`config.mk`:
```
export PLATFORM = sky130hd
export DESIGN_NAME = mc_control_fsm
export DESIGN_NICKNAME = d
export VERILOG_FILES = /design/src/rtl/mc_ctrl_pkg.sv /design/src/rtl/mc_control_fsm_alu_decoder.sv /design/src/rtl/mc_control_fsm.sv
export SDC_FILE = /design/constraint.sdc
export NUM_CORES = 1
export LEC_CHECK = 0
export BUFFER_PORTS_ARGS = -buffer_cell sky130_fd_sc_hd__buf_2
export CORE_MARGIN = 5
export CORE_UTILIZATION = 45
export CTS_BUF_LIST = sky130_fd_sc_hd__clkbuf_4
export CTS_CLUSTER_DIAMETER = 200
export CTS_CLUSTER_SIZE = 25
export DETAILED_ROUTE_END_ITERATION = 16
export GPL_ROUTABILITY_DRIVEN = 1
export PLACE_DENSITY_LB_ADDON = 0.2
export RECOVER_POWER = 25
export SLEW_MARGIN = 0
export SYNTH_ARGS = -nofsm -noshare
export SYNTH_HDL_FRONTEND = slang
export SYNTH_SLANG_ARGS = --single-unit
```
`constraint.sdc`:
```
create_clock -name clk -period 3.4 [get_ports clk]
set_clock_uncertainty 0.15 [all_clocks]
set_input_delay 0.34 -clock clk [delete_from_list [all_inputs] [get_ports clk]]
set_output_delay 0.34 -clock clk [all_outputs]
set_load 0.02 [all_outputs]
```
`src/rtl/mc_ctrl_pkg.sv`:
```
// Shared types for the multicycle RV32I control unit: FSM states, opcodes,
// immediate formats, ALU operations and datapath mux select encodings.
package mc_ctrl_pkg;

  typedef enum logic [3:0] {
    S_FETCH    = 4'd0,
    S_DECODE   = 4'd1,
    S_MEMADR   = 4'd2,
    S_MEMREAD  = 4'd3,
    S_MEMWB    = 4'd4,
    S_MEMWRITE = 4'd5,
    S_EXECR    = 4'd6,
    S_EXECI    = 4'd7,
    S_ALUWB    = 4'd8,
    S_BRANCH   = 4'd9,
    S_JAL      = 4'd10,
    S_JALR1    = 4'd11,
    S_JALR2    = 4'd12,
    S_LUI      = 4'd13,
    S_AUIPC    = 4'd14,
    S_ILLEGAL  = 4'd15
  } state_t;

  localparam logic [6:0] OP_LOAD   = 7'b0000011;
  localparam logic [6:0] OP_STORE  = 7'b0100011;
  localparam logic [6:0] OP_RTYPE  = 7'b0110011;
  localparam logic [6:0] OP_ITYPE  = 7'b0010011;
  localparam logic [6:0] OP_BRANCH = 7'b1100011;
  localparam logic [6:0] OP_JAL    = 7'b1101111;
  localparam logic [6:0] OP_JALR   = 7'b1100111;
  localparam logic [6:0] OP_LUI    = 7'b0110111;
  localparam logic [6:0] OP_AUIPC  = 7'b0010111;

  typedef enum logic [2:0] {
    IMM_I = 3'b000,
    IMM_S = 3'b001,
    IMM_B = 3'b010,
    IMM_U = 3'b011,
    IMM_J = 3'b100
  } imm_src_t;

  typedef enum logic [2:0] {
    ALU_ADD = 3'b000,
    ALU_SUB = 3'b001,
    ALU_AND = 3'b010,
    ALU_OR  = 3'b011,
    ALU_XOR = 3'b100,
    ALU_SLT = 3'b101,
    ALU_SLL = 3'b110,
    ALU_SRL = 3'b111
  } alu_ctrl_t;

  typedef enum logic [1:0] {
    ALUOP_ADD   = 2'b00,
    ALUOP_SUB   = 2'b01,
    ALUOP_FUNCT = 2'b10
  } alu_op_t;

  typedef enum logic [1:0] {
    RES_ALUOUT = 2'b00,
    RES_RDATA  = 2'b01,
    RES_ALURES = 2'b10
  } result_src_t;

  typedef enum logic [1:0] {
    SRCA_PC    = 2'b00,
    SRCA_OLDPC = 2'b01,
    SRCA_RS1   = 2'b10,
    SRCA_ZERO  = 2'b11
  } src_a_t;

  typedef enum logic [1:0] {
    SRCB_RS2  = 2'b00,
    SRCB_IMM  = 2'b01,
    SRCB_FOUR = 2'b10
  } src_b_t;

  // Unrecognised opcodes fall back to the I format (encoding 000).
  function automatic imm_src_t imm_src_of(input logic [6:0] op);
    case (op)
      OP_LOAD, OP_ITYPE, OP_JALR: return IMM_I;
      OP_STORE:                   return IMM_S;
      OP_BRANCH:                  return IMM_B;
      OP_LUI, OP_AUIPC:           return IMM_U;
      OP_JAL:                     return IMM_J;
      default:                    return IMM_I;
    endcase
  endfunction

endpackage

```
`src/rtl/mc_control_fsm_alu_decoder.sv`:
```
// ALU decoder: maps the FSM's coarse ALU request plus funct fields onto the
// ALU operation code. Purely combinational.
module alu_decoder
  import mc_ctrl_pkg::*;
(
  input  alu_op_t    alu_op_i,
  input  logic [2:0] funct3_i,
  input  logic       op5_i,
  input  logic       funct7b5_i,
  output alu_ctrl_t  alu_control_o
);

  always_comb begin
    alu_control_o = ALU_ADD;
    case (alu_op_i)
      ALUOP_ADD: alu_control_o = ALU_ADD;
      ALUOP_SUB: alu_control_o = ALU_SUB;
      default: begin
        // funct7b5 only distinguishes sub from add; shifts are always logical.
        case (funct3_i)
          3'b000:         alu_control_o = (op5_i && funct7b5_i) ? ALU_SUB : ALU_ADD;
          3'b001:         alu_control_o = ALU_SLL;
          3'b010, 3'b011: alu_control_o = ALU_SLT;
          3'b100:         alu_control_o = ALU_XOR;
          3'b101:         alu_control_o = ALU_SRL;
          3'b110:         alu_control_o = ALU_OR;
          default:        alu_control_o = ALU_AND;
        endcase
      end
    endcase
  end

endmodule

```
`src/rtl/mc_control_fsm.sv`:
```
// Multicycle RV32I control FSM with memory ready handshake and optional timeout.
// Build option ILLEGAL_TRAP_EN: an unsupported opcode parks the FSM in ILLEGAL until reset.
module mc_control_fsm
  import mc_ctrl_pkg::*;
#(
  parameter int MEM_TIMEOUT = 0
) (
  input  logic       clk,
  input  logic       reset_n,
  input  logic [6:0] op,
  input  logic [2:0] funct3,
  input  logic       funct7b5,
  input  logic       zero,
  input  logic       mem_ready,
  output logic       mem_req,
  output logic       mem_write,
  output logic       adr_src,
  output logic       ir_write,
  output logic       pc_write,
  output logic       reg_write,
  output logic [1:0] result_src,
  output logic [1:0] alu_src_a,
  output logic [1:0] alu_src_b,
  output logic [2:0] imm_src,
  output logic [2:0] alu_control,
  output logic       illegal_instr,
  output logic       mem_timeout
);

  state_t      state_q, state_d;
  logic        illegal_q;
  logic        tmo_flag;

  logic        mem_req_c, mem_write_c, adr_src_c;
  logic        ir_write_c, pc_write_c, reg_write_c;
  result_src_t result_c;
  src_a_t      src_a_c;
  src_b_t      src_b_c;
  alu_op_t     alu_op_c;
  alu_ctrl_t   alu_ctrl_c;

  always_ff @(posedge clk) begin
    if (!reset_n) begin
      state_q   <= S_FETCH;
      illegal_q <= 1'b0;
    end else begin
      state_q <= state_d;
      if (state_q == S_ILLEGAL) illegal_q <= 1'b1;
    end
  end

  always_comb begin
    state_d     = state_q;
    mem_req_c   = 1'b0;
    mem_write_c = 1'b0;
    adr_src_c   = 1'b0;
    ir_write_c  = 1'b0;
    pc_write_c  = 1'b0;
    reg_write_c = 1'b0;
    result_c    = RES_ALUOUT;
    src_a_c     = SRCA_PC;
    src_b_c     = SRCB_RS2;
    alu_op_c    = ALUOP_ADD;
    case (state_q)
      S_FETCH: begin
        mem_req_c = 1'b1;
        src_b_c   = SRCB_FOUR;
        result_c  = RES_ALURES;
        if (mem_ready) begin
          ir_write_c = 1'b1;
          pc_write_c = 1'b1;
          state_d    = S_DECODE;
        end
      end
      S_DECODE: begin
        // Branch target is formed here so BRANCH can load it from ALUOut.
        src_a_c = SRCA_OLDPC;
        src_b_c = SRCB_IMM;
        case (op)
          OP_LOAD, OP_STORE: state_d = S_MEMADR;
          OP_RTYPE:          state_d = S_EXECR;
          OP_ITYPE:          state_d = S_EXECI;
          OP_BRANCH:         state_d = S_BRANCH;
          OP_JAL:            state_d = S_JAL;
          OP_JALR:           state_d = S_JALR1;
          OP_LUI:            state_d = S_LUI;
          OP_AUIPC:          state_d = S_AUIPC;
          default:           state_d = S_ILLEGAL;
        endcase
      end
      S_MEMADR: begin
        src_a_c = SRCA_RS1;
        src_b_c = SRCB_IMM;
        state_d = (op == OP_STORE) ? S_MEMWRITE : S_MEMREAD;
      end
      S_MEMREAD: begin
        mem_req_c = 1'b1;
        adr_src_c = 1'b1;
        if (mem_ready) state_d = S_MEMWB;
      end
      S_MEMWB: begin
        result_c    = RES_RDATA;
        reg_write_c = 1'b1;
        state_d     = S_FETCH;
      end
      S_MEMWRITE: begin
        mem_req_c   = 1'b1;
        mem_write_c = 1'b1;
        adr_src_c   = 1'b1;
        if (mem_ready) state_d = S_FETCH;
      end
      S_EXECR: begin
        src_a_c  = SRCA_RS1;
        alu_op_c = ALUOP_FUNCT;
        state_d  = S_ALUWB;
      end
      S_EXECI: begin
        src_a_c  = SRCA_RS1;
        src_b_c  = SRCB_IMM;
        alu_op_c = ALUOP_FUNCT;
        state_d  = S_ALUWB;
      end
      S_ALUWB: begin
        reg_write_c = 1'b1;
        state_d     = S_FETCH;
      end
      S_BRANCH: begin
        src_a_c    = SRCA_RS1;
        alu_op_c   = ALUOP_SUB;
        pc_write_c = zero ^ funct3[0];
        state_d    = S_FETCH;
      end
      S_JAL: begin
        // PC takes the target from ALUOut while the ALU forms the link address.
        src_a_c    = SRCA_OLDPC;
        src_b_c    = SRCB_FOUR;
        pc_write_c = 1'b1;
        state_d    = S_ALUWB;
      end
      S_JALR1: begin
        src_a_c = SRCA_RS1;
        src_b_c = SRCB_IMM;
        state_d = S_JALR2;
      end
      S_JALR2: begin
        src_a_c    = SRCA_OLDPC;
        src_b_c    = SRCB_FOUR;
        pc_write_c = 1'b1;
        state_d    = S_ALUWB;
      end
      S_LUI: begin
        src_a_c = SRCA_ZERO;
        src_b_c = SRCB_IMM;
        state_d = S_ALUWB;
      end
      S_AUIPC: begin
        src_a_c = SRCA_OLDPC;
        src_b_c = SRCB_IMM;
        state_d = S_ALUWB;
      end
      S_ILLEGAL: begin
`ifdef ILLEGAL_TRAP_EN
        state_d = S_ILLEGAL;
`else
        state_d = S_FETCH;
`endif
      end
      default: state_d = S_FETCH;
    endcase
  end

  alu_decoder u_alu_decoder (
    .alu_op_i      (alu_op_c),
    .funct3_i      (funct3),
    .op5_i         (op[5]),
    .funct7b5_i    (funct7b5),
    .alu_control_o (alu_ctrl_c)
  );

  // Counts unanswered request cycles; saturates once the limit has flagged.
  if (MEM_TIMEOUT > 0) begin : g_tmo
    localparam int CNT_W = $clog2(MEM_TIMEOUT + 1);
    localparam logic [CNT_W-1:0] LIMIT_M1 = CNT_W'(MEM_TIMEOUT - 1);
    logic [CNT_W-1:0] cnt_q;
    logic             tmo_q;

    always_ff @(posedge clk) begin
      if (!reset_n) begin
        cnt_q <= '0;
        tmo_q <= 1'b0;
      end else if (mem_ready) begin
        cnt_q <= '0;
      end else if (mem_req_c) begin
        if (cnt_q == LIMIT_M1) tmo_q <= 1'b1;
        else                   cnt_q <= cnt_q + CNT_W'(1);
      end
    end

    assign tmo_flag = tmo_q;
  end else begin : g_no_tmo
    assign tmo_flag = 1'b0;
  end

  // Reset overrides every output combinationally, including the sticky flags.
  assign mem_req       = reset_n & mem_req_c;
  assign mem_write     = reset_n & mem_write_c;
  assign adr_src       = reset_n & adr_src_c;
  assign ir_write      = reset_n & ir_write_c;
  assign pc_write      = reset_n & pc_write_c;
  assign reg_write     = reset_n & reg_write_c;
  assign result_src    = reset_n ? result_c : 2'b00;
  assign alu_src_a     = reset_n ? src_a_c : 2'b00;
  assign alu_src_b     = reset_n ? src_b_c : 2'b00;
  assign imm_src       = reset_n ? imm_src_of(op) : 3'b000;
  assign alu_control   = reset_n ? alu_ctrl_c : 3'b000;
  assign illegal_instr = reset_n & illegal_q;
  assign mem_timeout   = reset_n & tmo_flag;

endmodule
```
After elaboration in Yosys (flattened, before gate mapping)
Cells that the tools add are included.
{"block": "totals", "out_inout_bits": 20, "mem_count": 0, "mem_bits_ro": 0, "register_bits": 5, "input_bits": 15, "latch_bits": 0, "mem_bits_rw": 0}
{"block": "op_classes", "order_cmp": 0, "n_div": 0, "bitwise": 8, "muxes": 26, "reduce_logical": 19, "shift": 0, "n_addsub": 0, "eq_ne": 34, "mul": 0}
{"cell": "one-hot mux 4 bit (8 select lines)", "count": 2}
{"cell": "equality test 4 bit, second input constant", "count": 8}
{"cell": "equality test 7 x 6 -> 1 bit, second input constant", "count": 3}
{"cell": "equality test 7 bit, second input constant", "count": 3}
{"cell": "one-hot mux 3 bit (6 select lines)", "count": 1}
{"cell": "equality test 4 x 3 -> 1 bit, second input constant", "count": 4}
{"cell": "equality test 7 x 5 -> 1 bit, second input constant", "count": 2}
{"cell": "OR reduction 2 bit", "count": 7}
{"cell": "two-way mux 4 bit", "count": 3}
{"cell": "one-hot mux 2 bit (2 select lines)", "count": 3}
{"cell": "one-hot mux 3 bit (4 select lines)", "count": 1}
{"cell": "OR reduction 6 bit", "count": 2}
{"cell": "equality test 3 bit, second input constant", "count": 3}
{"cell": "two-way mux 3 bit", "count": 3}
{"cell": "equality test 4 x 2 -> 1 bit, second input constant", "count": 2}
{"cell": "OR reduction 4 bit", "count": 2}
{"cell": "bitwise AND 1 bit", "count": 7}
{"cell": "equality test 7 x 2 -> 1 bit, second input constant", "count": 1}
{"cell": "two-way mux 1 bit", "count": 7}
{"cell": "equality test 3 x 2 -> 1 bit, second input constant", "count": 2}
{"cell": "two-way mux 2 bit", "count": 3}
{"cell": "!= test 2 bit, second input constant", "count": 3}
{"cell": "one-hot mux 2 bit (3 select lines)", "count": 1}
{"cell": "one-hot mux 3 bit (2 select lines)", "count": 1}
{"cell": "12 further kinds", "count": 13}

Longest topological paths before layout
Gate-level depths: netlist of the first run.
{"block": "depth", "depth_word": 6, "mapped_depth": 5, "ltp_nobuf": 4}

Modules after synthesis
From an unflattened synthesis of the first run, not the netlist that was laid out.
{"block": "unflattened", "cells_unflattened": 130, "hier_area_um2": 914.6}
{"mod": "mc_control_fsm", "instances": 1, "cells_each": 118, "area_per_inst_um2": 843.3}
{"mod": "alu_decoder", "instances": 1, "cells_each": 12, "area_per_inst_um2": 71.3}

Worst setup path after synthesis of the first run
OpenSTA, ideal clock, no wires.
{"block": "synth_timing", "path_kind": "input port to output port", "startpoint": "input reset_n", "endpoint": "output pc_write", "setup_slack_ns": 1.265, "stages": 5, "t_arrival_ns": 1.645, "path_cell_list": "buf_6 -> or3b_4 -> nor3_2 -> and2_2 -> a31o_1"}
{"block": "synth_via", "elab_chain_cells": 1}
{"element": "start: declaration", "line_no": "mc_control_fsm.sv:9", "rtl": "input logic reset_n,"}
{"element": "bitwise AND 1 bit", "line_no": "mc_control_fsm.sv:209", "rtl": "assign pc_write = reset_n & pc_write_c;"}
{"element": "end: declaration", "line_no": "mc_control_fsm.sv:19", "rtl": "output logic pc_write,"}
No other way between the ends.

Final worst setup path of the first run
{"block": "layout_timing", "startpoint": "register state_q[3]", "endpoint": "output alu_src_b[0]"}
{"block": "layout_via", "elab_chain_cells": 4}
{"element": "start: declaration", "line_no": "mc_control_fsm.sv:30", "rtl": "state_t state_q, state_d;"}
{"element": "start signal: assignment", "line_no": "mc_control_fsm.sv:47", "rtl": "state_q <= state_d;"}
{"element": "equality test 4 x 1 -> 1 bit, or another cell as far along", "line_no": "mc_control_fsm.sv:64", "rtl": "case (state_q)"}
{"element": "OR reduction 6 bit (no line) or OR reduction 3 bit (tied branches)"}
{"element": "one-hot mux 2 bit (2 select lines) *", "line_no": "mc_control_fsm.sv:64"}
{"element": "two-way mux 2 bit *", "line_no": "mc_control_fsm.sv:213", "rtl": "assign alu_src_b = reset_n ? src_b_c : 2'b00;"}
{"element": "end: declaration", "line_no": "mc_control_fsm.sv:23", "rtl": "output logic [1:0] alu_src_b,"}
Mark *: on every way between the ends. The rest lies on a longest branch, timed or not.

==> results.yml, run 1 <==
logic_synthesis:
  netlist_area_sq_um: 856
  synth_cell_types: 53
  syn_area_per_cell_sq_um: 7.07
  synthCells: 121
  synth_top_family_by_area: "simple AND/OR/NAND/NOR gates"
  syn_nets: 136
  synthMuxAreaShare_pct: 1.17
  yosys.area.top_type: "dfxtp_1"
  synth-compound-area-share_pct: 30.7
  synth_flop_cell: "dfxtp_1"
  ys_ff_latch: 5
  yosysWarnings: 0
  synth_edf_count: 0
  synth_xor_area_share_pct: 4.97
  yosysTopAreaCellShare_pct: 11.7
  synthSimpleGateAreaFrac_pct: 38.3
  synth_area_leaders: "dfxtp_1 (12%), a21oi_1 (5.8%), nor3_1 (5.8%)"
  synthAdderAreaFrac_pct: 0
  yosysSeqAreaShare_pct: 11.7
  async_reset_ff_share_pct: 0
clocking:
  cts-resized-gates: 0
  path_clk_slew_ns: 0.05
  cts.path.max_buffers: 2
  clk_latency_ns: 0.24
  tritoncts: "yes"
  cts_buffers: 3
  post_cts_buffers: 0
  root_buffer: "clkbuf_4"
  ctsHoldBuffers: 0
  htreeDepth: 1
  clkSinkCount: 5
drt:
  route.detailed.drc: 0
  first_iter_violations: 21
  wl_per_cell_um: 13.3
  wl_mm: 2.30
  route.vias.total: 1011
  firstDrtPassIters: 4
  avgViaCountPerCell: 5.88
  antenna_left: 0
timing:
  setup_viol: 0
  layout_worst_path_cycle_share_pct: 69.1
  relSlewSlack_pct: 50.6
  whs_ns: 0.306
  rsz0062_at_grt: "false"
  drv_slew: 0
  clock.fmax_mhz: 426
  timing_hold_violations_final: 0
  tns_ns: 0
  worst_pin_slew_ns: 0.740
  min_period_ns: 2.35
placement:
  placed_cells: 168
  place_congestion: 0.781
  dpl.hpwl_mm: 1.74
  port_buffers: 33
finish:
  drive_above_1_share_pct: 29.3
  fin_cells: 172
  final_common_cell: "buf_2"
  seq_area_sq_um: 100
  multi_input_area_sq_um: 647
  fin_nets: 163
  post-route-util_pct: 56.8
  n_antenna_cell: 0
  synthToLayoutAreaGrowth_pct: 17.1
  final.fill_count: 187
  final_cell_mix: "buf_2 (29), a21oi_1 (10), nor3_1 (10), nand2_1 (9), inv_1 (8)"
floorplanning:
  pin_count: 35
  die_w_um: 53.6
  floorplan.initialDensity_pct: 48.5
  dieArea_sq_um: 2870
  row_count: 15
  die_y_um: 53.6
  core_sq_um: 1760
setup_path:
  criticalPathCategory: "flop to output pin"
  worst_ep_required_time_ns: 2.91
  endpoint_kind: "output pin"
  cp.arrival_ns: 1.86
  rrSetupSlack_ns: 1.46
  reg2reg_from: "state_q[2]"
  worstPathMaxFanout: 18
  crit_end: "alu_src_b[0]"
  worst_path_most_repeated_cell: "xnor2_1"
  slowest_stage: "dfxtp_1"
  setup.worst_path.start_class: "flop"
  startpoint: "state_q[3]"
  cpPeakStageDelay_ns: 0.79
  rr_worst_depth: 4
  crit_chain: "xnor2_1 > xnor2_1 > nand2_1 > a21oi_1 > buf_2"
  r2r-end: "state_q[0]"
pwr:
  powerDensity_nw_per_um2: 777
  fin_total_pwr_mw: 0.778
  cellLeakagePower_nw: 0.436
  vdd_drop_max_mv: 0.378
run:
  cap_violations: 0
global_routing:
  grt_pass1_vias: 920
  grt_pass1_wl_mm: 3.97
  antenna_found_initial: 0
  grt_max_degree: 19
  globalRouteOverflowTotal: 0
  gr-usage-all-layers_pct: 18.0
hold_path:
  hold_path.class: "flop to flop"
run_status:
  status: "finished, final reports clean"
[kinds of logic (layout without fill, tap and decap cells)]
group	count (synthesis)	after routing
AO/OA/AOI/OAI	35	35
XOR/XNOR	4	4
buffers and inverters	20	46
flip-flops	5	5
multiplexers	1	1
other	1	1
AND/OR/NAND/NOR	55	55
[registers in the layout, indices dropped and copies added (netlist names)]
| register | cells |
|---|---|
| illegal_q | 1 |
| state_q | 4 |
[critical path, delay by kind of cell, from the launching register on]
kind	cells	cell delay [ns]
DFF	1	0.79
xor gates and xnor gates	2	0.41
buffers and inverters	1	0.19
AOI/OAI and AO/OA	1	0.15
and+or+nand+nor	1	0.07
[metrics by stage]
| step | setup WS [ns] | instance area, sq um |
|---|---|---|
| floorplan | 1.26 | 856 |
| global placement | 1.35 | 977 |
| detailed placement | 1.31 | 977 |
| CTS | 1.04 | 1010 |
| global route | 0.833 | 1000 |
| finish | 1.05 | 1000 |
[cells in the mapped netlist (2+ instances only)]
master,count
o21ai_0,4
or3_1,2
nor2_1,7
nand2_1,9
xnor2_1,3
nand3_1,4
a21oi_1,10
nor3_1,10
nand2b_1,4
nor3b_1,2
a211oi_1,2
a311oi_1,2
buf_6,3
clkbuf_1,2
buf_4,2
buf_2,3
and2_1,2
inv_1,8
nand3b_1,3
a311o_1,2
dfxtp_1,5
[worst min-delay path by stage]
stage	start	to	slack, ns	cells past startpoint
global route	illegal_q	illegal_q	0.33	2
global placement	illegal_q	illegal_q	0.30	2
detailed placement	illegal_q	illegal_q	0.30	2
CTS	reset_n	state_q[0]	0.28	2
finish	illegal_q	illegal_q	0.31	2
floorplan	illegal_q	illegal_q	0.28	2
[metal layers]
layer	GRT usage, %	up-vias	share of wire [%]
li1	-	497	-
met2	28.6	49	48
met4	6.38	0	0.61
met1	24.8	463	43
met3	2.22	2	8.1
met5	0	-	0
[power by group]
group          switching (mW)  internal (mW)
sequential              0.114         0.0805
combinational           0.292          0.213
clock                  0.0272         0.0525
total                   0.433          0.346
[cell type report]
class / instances / share of cell area, %
Clock buffer: 4 / 3.00
Tap cell: 25 / 3.12
Timing Repair Buffer: 33 / 16.0
Inverter: 9 / 3.37
Sequential cell: 5 / 9.99
Multi-Input combinational cell: 96 / 64.5
Power figures use the tool's default switching activity.
==> inputs of run 2 (changes only) <==
Clock period 3.4 ns to 2.4 ns, I/O delays scaled along.
==> results.yml, run 2 (synthesis results as in run 1) <==
run_status:
  status: "finished, final reports clean"
drt:
  firstDrtPassIters: 4
  antenna_left: 0
  first_iter_violations: 28
  wl_per_cell_um: 12.9
  avgViaCountPerCell: 5.69
  route.vias.total: 990
  route.detailed.drc: 0
  wl_mm: 2.24
pwr:
  combPwrFrac_pct: 68.0
  vdd_drop_max_mv: 0.617
  swShare_pct: 55.2
  p_clk_share_pct: 10.0
  power_switching_mw: 0.613
  cellLeakagePower_nw: 0.442
  fin_total_pwr_mw: 1.11
  intPower_mw: 0.499
  powerDensity_nw_per_um2: 1100
  seq_power_share_pct: 22.0
timing:
  tns_ns: 0
  min_period_ns: 2.18
  drv_slew: 0
  worst_pin_slew_ns: 0.612
  clock.fmax_mhz: 458
  layout_worst_path_cycle_share_pct: 91.0
  rsz0062_at_grt: "false"
  worst_slack_ns: 0.215
  relSlewSlack_pct: 59.2
  timing_hold_violations_final: 0
  whs_ns: 0.190
  setup_viol: 0
setup_path:
  reg2reg_from: "state_q[3]"
  cpPeakStageDelay_ns: 0.63
  worstPathMaxFanout: 14
  crit_family: "flip-flops"
  rr_worst_depth: 5
  worst_ep_required_time_ns: 2.01
  startpoint: "state_q[3]"
  slowest_stage: "dfxtp_1"
  r2r-end: "state_q[2]"
  crit_chain: "clkbuf_1 > nor2_8 > a211oi_1 > nor3_1 > buf_2"
  cp.arrival_ns: 1.79
  rrSetupSlack_ns: 0.49
  worst-path-buf-inv: 2
  setup.worst_path.start_class: "flop"
  criticalPathCategory: "flop to output pin"
  endpoint_kind: "output pin"
floorplanning:
  pin_count: 35
  core_sq_um: 1760
  dieArea_sq_um: 2870
  die_w_um: 53.6
  row_count: 15
  die_y_um: 53.6
  floorplan.initialDensity_pct: 48.5
hold_path:
  whs_path_depth: 2
  worstHoldStart: "reset_n"
  hold_path.class: "input pin to flop"
  whs_endpoint: "state_q[0]"
global_routing:
  grt_max_degree: 19
  antenna_found_initial: 0
  gr-usage-all-layers_pct: 16.7
  grt_pass1_vias: 832
  globalRouteOverflowTotal: 0
  grt_pass1_wl_mm: 3.62
finish:
  seq_area_sq_um: 100
  final_cell_mix: "buf_2 (29), a21oi_1 (10), nor3_1 (10), nand2_1 (9), inv_1 (8)"
  final.fill_count: 198
  largest_reg_flops: 4
  fin_cells: 174
  synthToLayoutAreaGrowth_pct: 18.4
  drive_above_1_share_pct: 29.5
  fin_nets: 165
  final_common_cell: "buf_2"
  largest_registers: "state_q: 4 flops, illegal_q: 1 flops"
  n_antenna_cell: 0
  multi_input_area_sq_um: 647
  top_register: "state_q"
clocking:
  cts.path.max_buffers: 2
  clk_latency_ns: 0.24
  clkSinkCount: 5
  tritoncts: "yes"
  path_clk_slew_ns: 0.05
  ctsHoldBuffers: 0
  root_buffer: "clkbuf_4"
  post_cts_buffers: 0
  cts_buffers: 3
  htreeDepth: 1
  cts-resized-gates: 0
placement:
  port_buffers: 33
  placed_cells: 170
  place_congestion: 0.810
  pre_cts_ws_ns: 0.489
  dpl.hpwl_mm: 1.71
run:
  cap_violations: 0
-- run 2: changes by cell type in the layout (fill, tap and decap cells not counted) --
cell / previous run / this run
and2_0: 1 / 0
and2_1: 1 / 2
buf_4: 0 / 1
clkbuf_1: 4 / 5
-- run 2: area by class of cell --
class	count	share of cell area [%]
Clock buffer	4	2.96
Inverter	9	3.33
Multi-Input combinational cell	96	63.8
Sequential cell	5	9.88
Tap cell	25	3.09
Timing Repair Buffer	35	16.9
-- run 2: worst register-to-register path, delay by kind of cell (launching register included) --
family | cells | cell delay, ns
AO/OA/AOI/OAI | 2 | 0.63
AND/OR/NAND/NOR | 2 | 0.29
buffers and inverters | 1 | 0.28
flip-flops | 1 | 0.46
-- run 2: how the worst max path moves through the flow --
| stage | to | slack [ns] | cells after the start |
|---|---|---|---|
| 2_1_floorplan | pc_write | 0.40 | 5 |
| 3_3_place_gp | pc_write | 0.50 | 5 |
| 3_5_place_dp | pc_write | 0.49 | 5 |
| 4_1_cts | pc_write | 0.22 | 5 |
| 5_1_grt | pc_write | 0.07 | 5 |
| 6_report | alu_src_a[0] | 0.22 | 5 |
-- run 2: power groups by stage --
stage / registers [mW] / logic [mW] / clock network (mW)
3_3_place_gp: 0.247 / 0.753 / 0
4_1_cts: 0.243 / 0.763 / 0.114
5_1_grt: 0.260 / 0.834 / 0.117
6_report: 0.245 / 0.756 / 0.111
3_5_place_dp: 0.244 / 0.763 / 0
2_1_floorplan: 0.134 / 0.724 / 0
-- run 2: metal layers --
layer / GRT usage, % / vias to the layer above / wire [um]
li1: - / 501 / -
met1: 23.0 / 453 / 1040
met2: 27.8 / 33 / 1040
met3: 1.11 / 3 / 134
met4: 4.68 / 0 / 17
met5: 0 / - / 0
-- run 2: per-stage QoR --
step | util [%] | cell area (sq um)
floorplan | - | 856
global placement | 56.2 | 992
detailed placement | 56.2 | 992
CTS | 57.9 | 1020
global route | 57.4 | 1010
finish | 57.4 | 1010
==> inputs of run 3 (changes only) <==
Settings changed: GPL_TIMING_DRIVEN set to 0.
==> results.yml, run 3 (synthesis results as in run 1) <==
run_status:
  status: "finished, final reports clean"
global_routing:
  grt_max_degree: 11
  antenna_found_initial: 0
  grt_pass1_vias: 973
  globalRouteOverflowTotal: 0
  gr-usage-all-layers_pct: 18.1
  grt_pass1_wl_mm: 3.97
clocking:
  ctsHoldBuffers: 0
  cts-resized-gates: 0
  root_buffer: "clkbuf_4"
  htreeDepth: 1
  cts_buffers: 3
  clkSinkCount: 5
  tritoncts: "yes"
  cts.path.max_buffers: 2
  path_clk_slew_ns: 0.05
  post_cts_buffers: 0
  clk_latency_ns: 0.24
floorplanning:
  dieArea_sq_um: 2870
  row_count: 15
  floorplan.initialDensity_pct: 48.5
  die_w_um: 53.6
  die_y_um: 53.6
  core_sq_um: 1760
  pin_count: 35
pwr:
  power_switching_mw: 0.640
  p_clk_share_pct: 9.2
  cellLeakagePower_nw: 0.474
  vdd_drop_max_mv: 0.719
  swShare_pct: 54.1
  intPower_mw: 0.544
  combPwrFrac_pct: 79.1
  seq_power_share_pct: 11.8
  fin_total_pwr_mw: 1.18
  powerDensity_nw_per_um2: 1110
finish:
  final_cell_mix: "buf_2 (30), a21oi_1 (10), nor3_1 (10), nand2_1 (9), inv_1 (8)"
  synthToLayoutAreaGrowth_pct: 24.7
  largest_registers: "state_q: 4 flops, illegal_q: 1 flops"
  multi_input_area_sq_um: 647
  final.fill_count: 188
  seq_area_sq_um: 100
  largest_reg_flops: 4
  top_register: "state_q"
  final_common_cell: "buf_2"
  post-route-util_pct: 60.5
  n_antenna_cell: 0
  fin_nets: 172
  drive_above_1_share_pct: 31.4
  fin_cells: 181
setup_path:
  criticalPathCategory: "flop to output pin"
  worstPathMaxFanout: 10
  cp.arrival_ns: 1.72
  rrSetupSlack_ns: 0.80
  worst_ep_required_time_ns: 2.01
  setup.worst_path.start_class: "flop"
  endpoint_kind: "output pin"
timing:
  timing_hold_violations_final: 0
  clock.fmax_mhz: 475
  layout_worst_path_cycle_share_pct: 87.7
  tns_ns: 0
  whs_ns: 0.120
  rsz0062_at_grt: "false"
  setup_viol: 0
  relSlewSlack_pct: 64.3
  drv_slew: 0
  worst_pin_slew_ns: 0.535
  min_period_ns: 2.11
drt:
  top_layer: "met4"
  wl_per_cell_um: 13.6
  drt-met1-wl_mm: 1.12
  firstDrtPassIters: 4
  route.detailed.drc: 0
  route.vias.total: 1064
  avgViaCountPerCell: 5.88
  antenna_left: 0
  wl_met3_um: 185
  wl_mm: 2.46
  wl_met2_mm: 1.14
  first_iter_violations: 28
hold_path:
  hold_path.class: "input pin to flop"
placement:
  dpl.hpwl_mm: 1.88
  port_buffers: 31
  place_congestion: 0.844
  placed_cells: 177
run:
  cap_violations: 0
run 3: final timing paths:
kind | start | to | cells after the start
setup reg to reg | state_q[3] | state_q[0] | 4
setup / recovery | state_q[0] | pc_write | 5
hold reg to reg | illegal_q | illegal_q | 2
hold / removal | reset_n | state_q[0] | 2
run 3: final cells by class:
| cell class | count | area share, % |
|---|---|---|
| sequential | 5 | 9.38 |
| tap | 25 | 2.93 |
| timing repair buffer | 31 | 14.1 |
| inverter | 9 | 3.17 |
| clock buffer | 4 | 2.81 |
| buffer | 11 | 7.03 |
| multi-input combinational | 96 | 60.6 |
run 3: power by group through the flow:
stage               sequential, mW  clock [mW]  combinational [mW]
finish                       0.139       0.109               0.936
global route                 0.140       0.120                1.02
CTS                          0.138       0.112               0.926
detailed placement           0.139           0               0.924
global placement             0.139           0               0.913
floorplan                    0.134           0               0.724
run 3: metal layers:
| layer | up-vias | global-route usage (%) |
|---|---|---|
| met5 | - | 0 |
| met4 | 0 | 5.11 |
| met3 | 2 | 1.94 |
| met2 | 53 | 31.4 |
| met1 | 494 | 23.3 |
| li1 | 515 | - |
run 3: critical path: stages, from the launching register on:
cell	delay [ns]
dfxtp_1	0.48
buf_2	0.28
nand2_1	0.12
o32ai_1	0.27
a31o_1	0.17
buf_2	0.16
run 3: metrics by stage:
| stage | setup WS, ns | instance area (sq um) |
|---|---|---|
| final | 0.294 | 1070 |
| after detailed placement | 0.585 | 1040 |
| after global routing | 0.168 | 1070 |
| after global placement | 0.591 | 1040 |
| after CTS | 0.319 | 1070 |
| after floorplan | 0.395 | 856 |
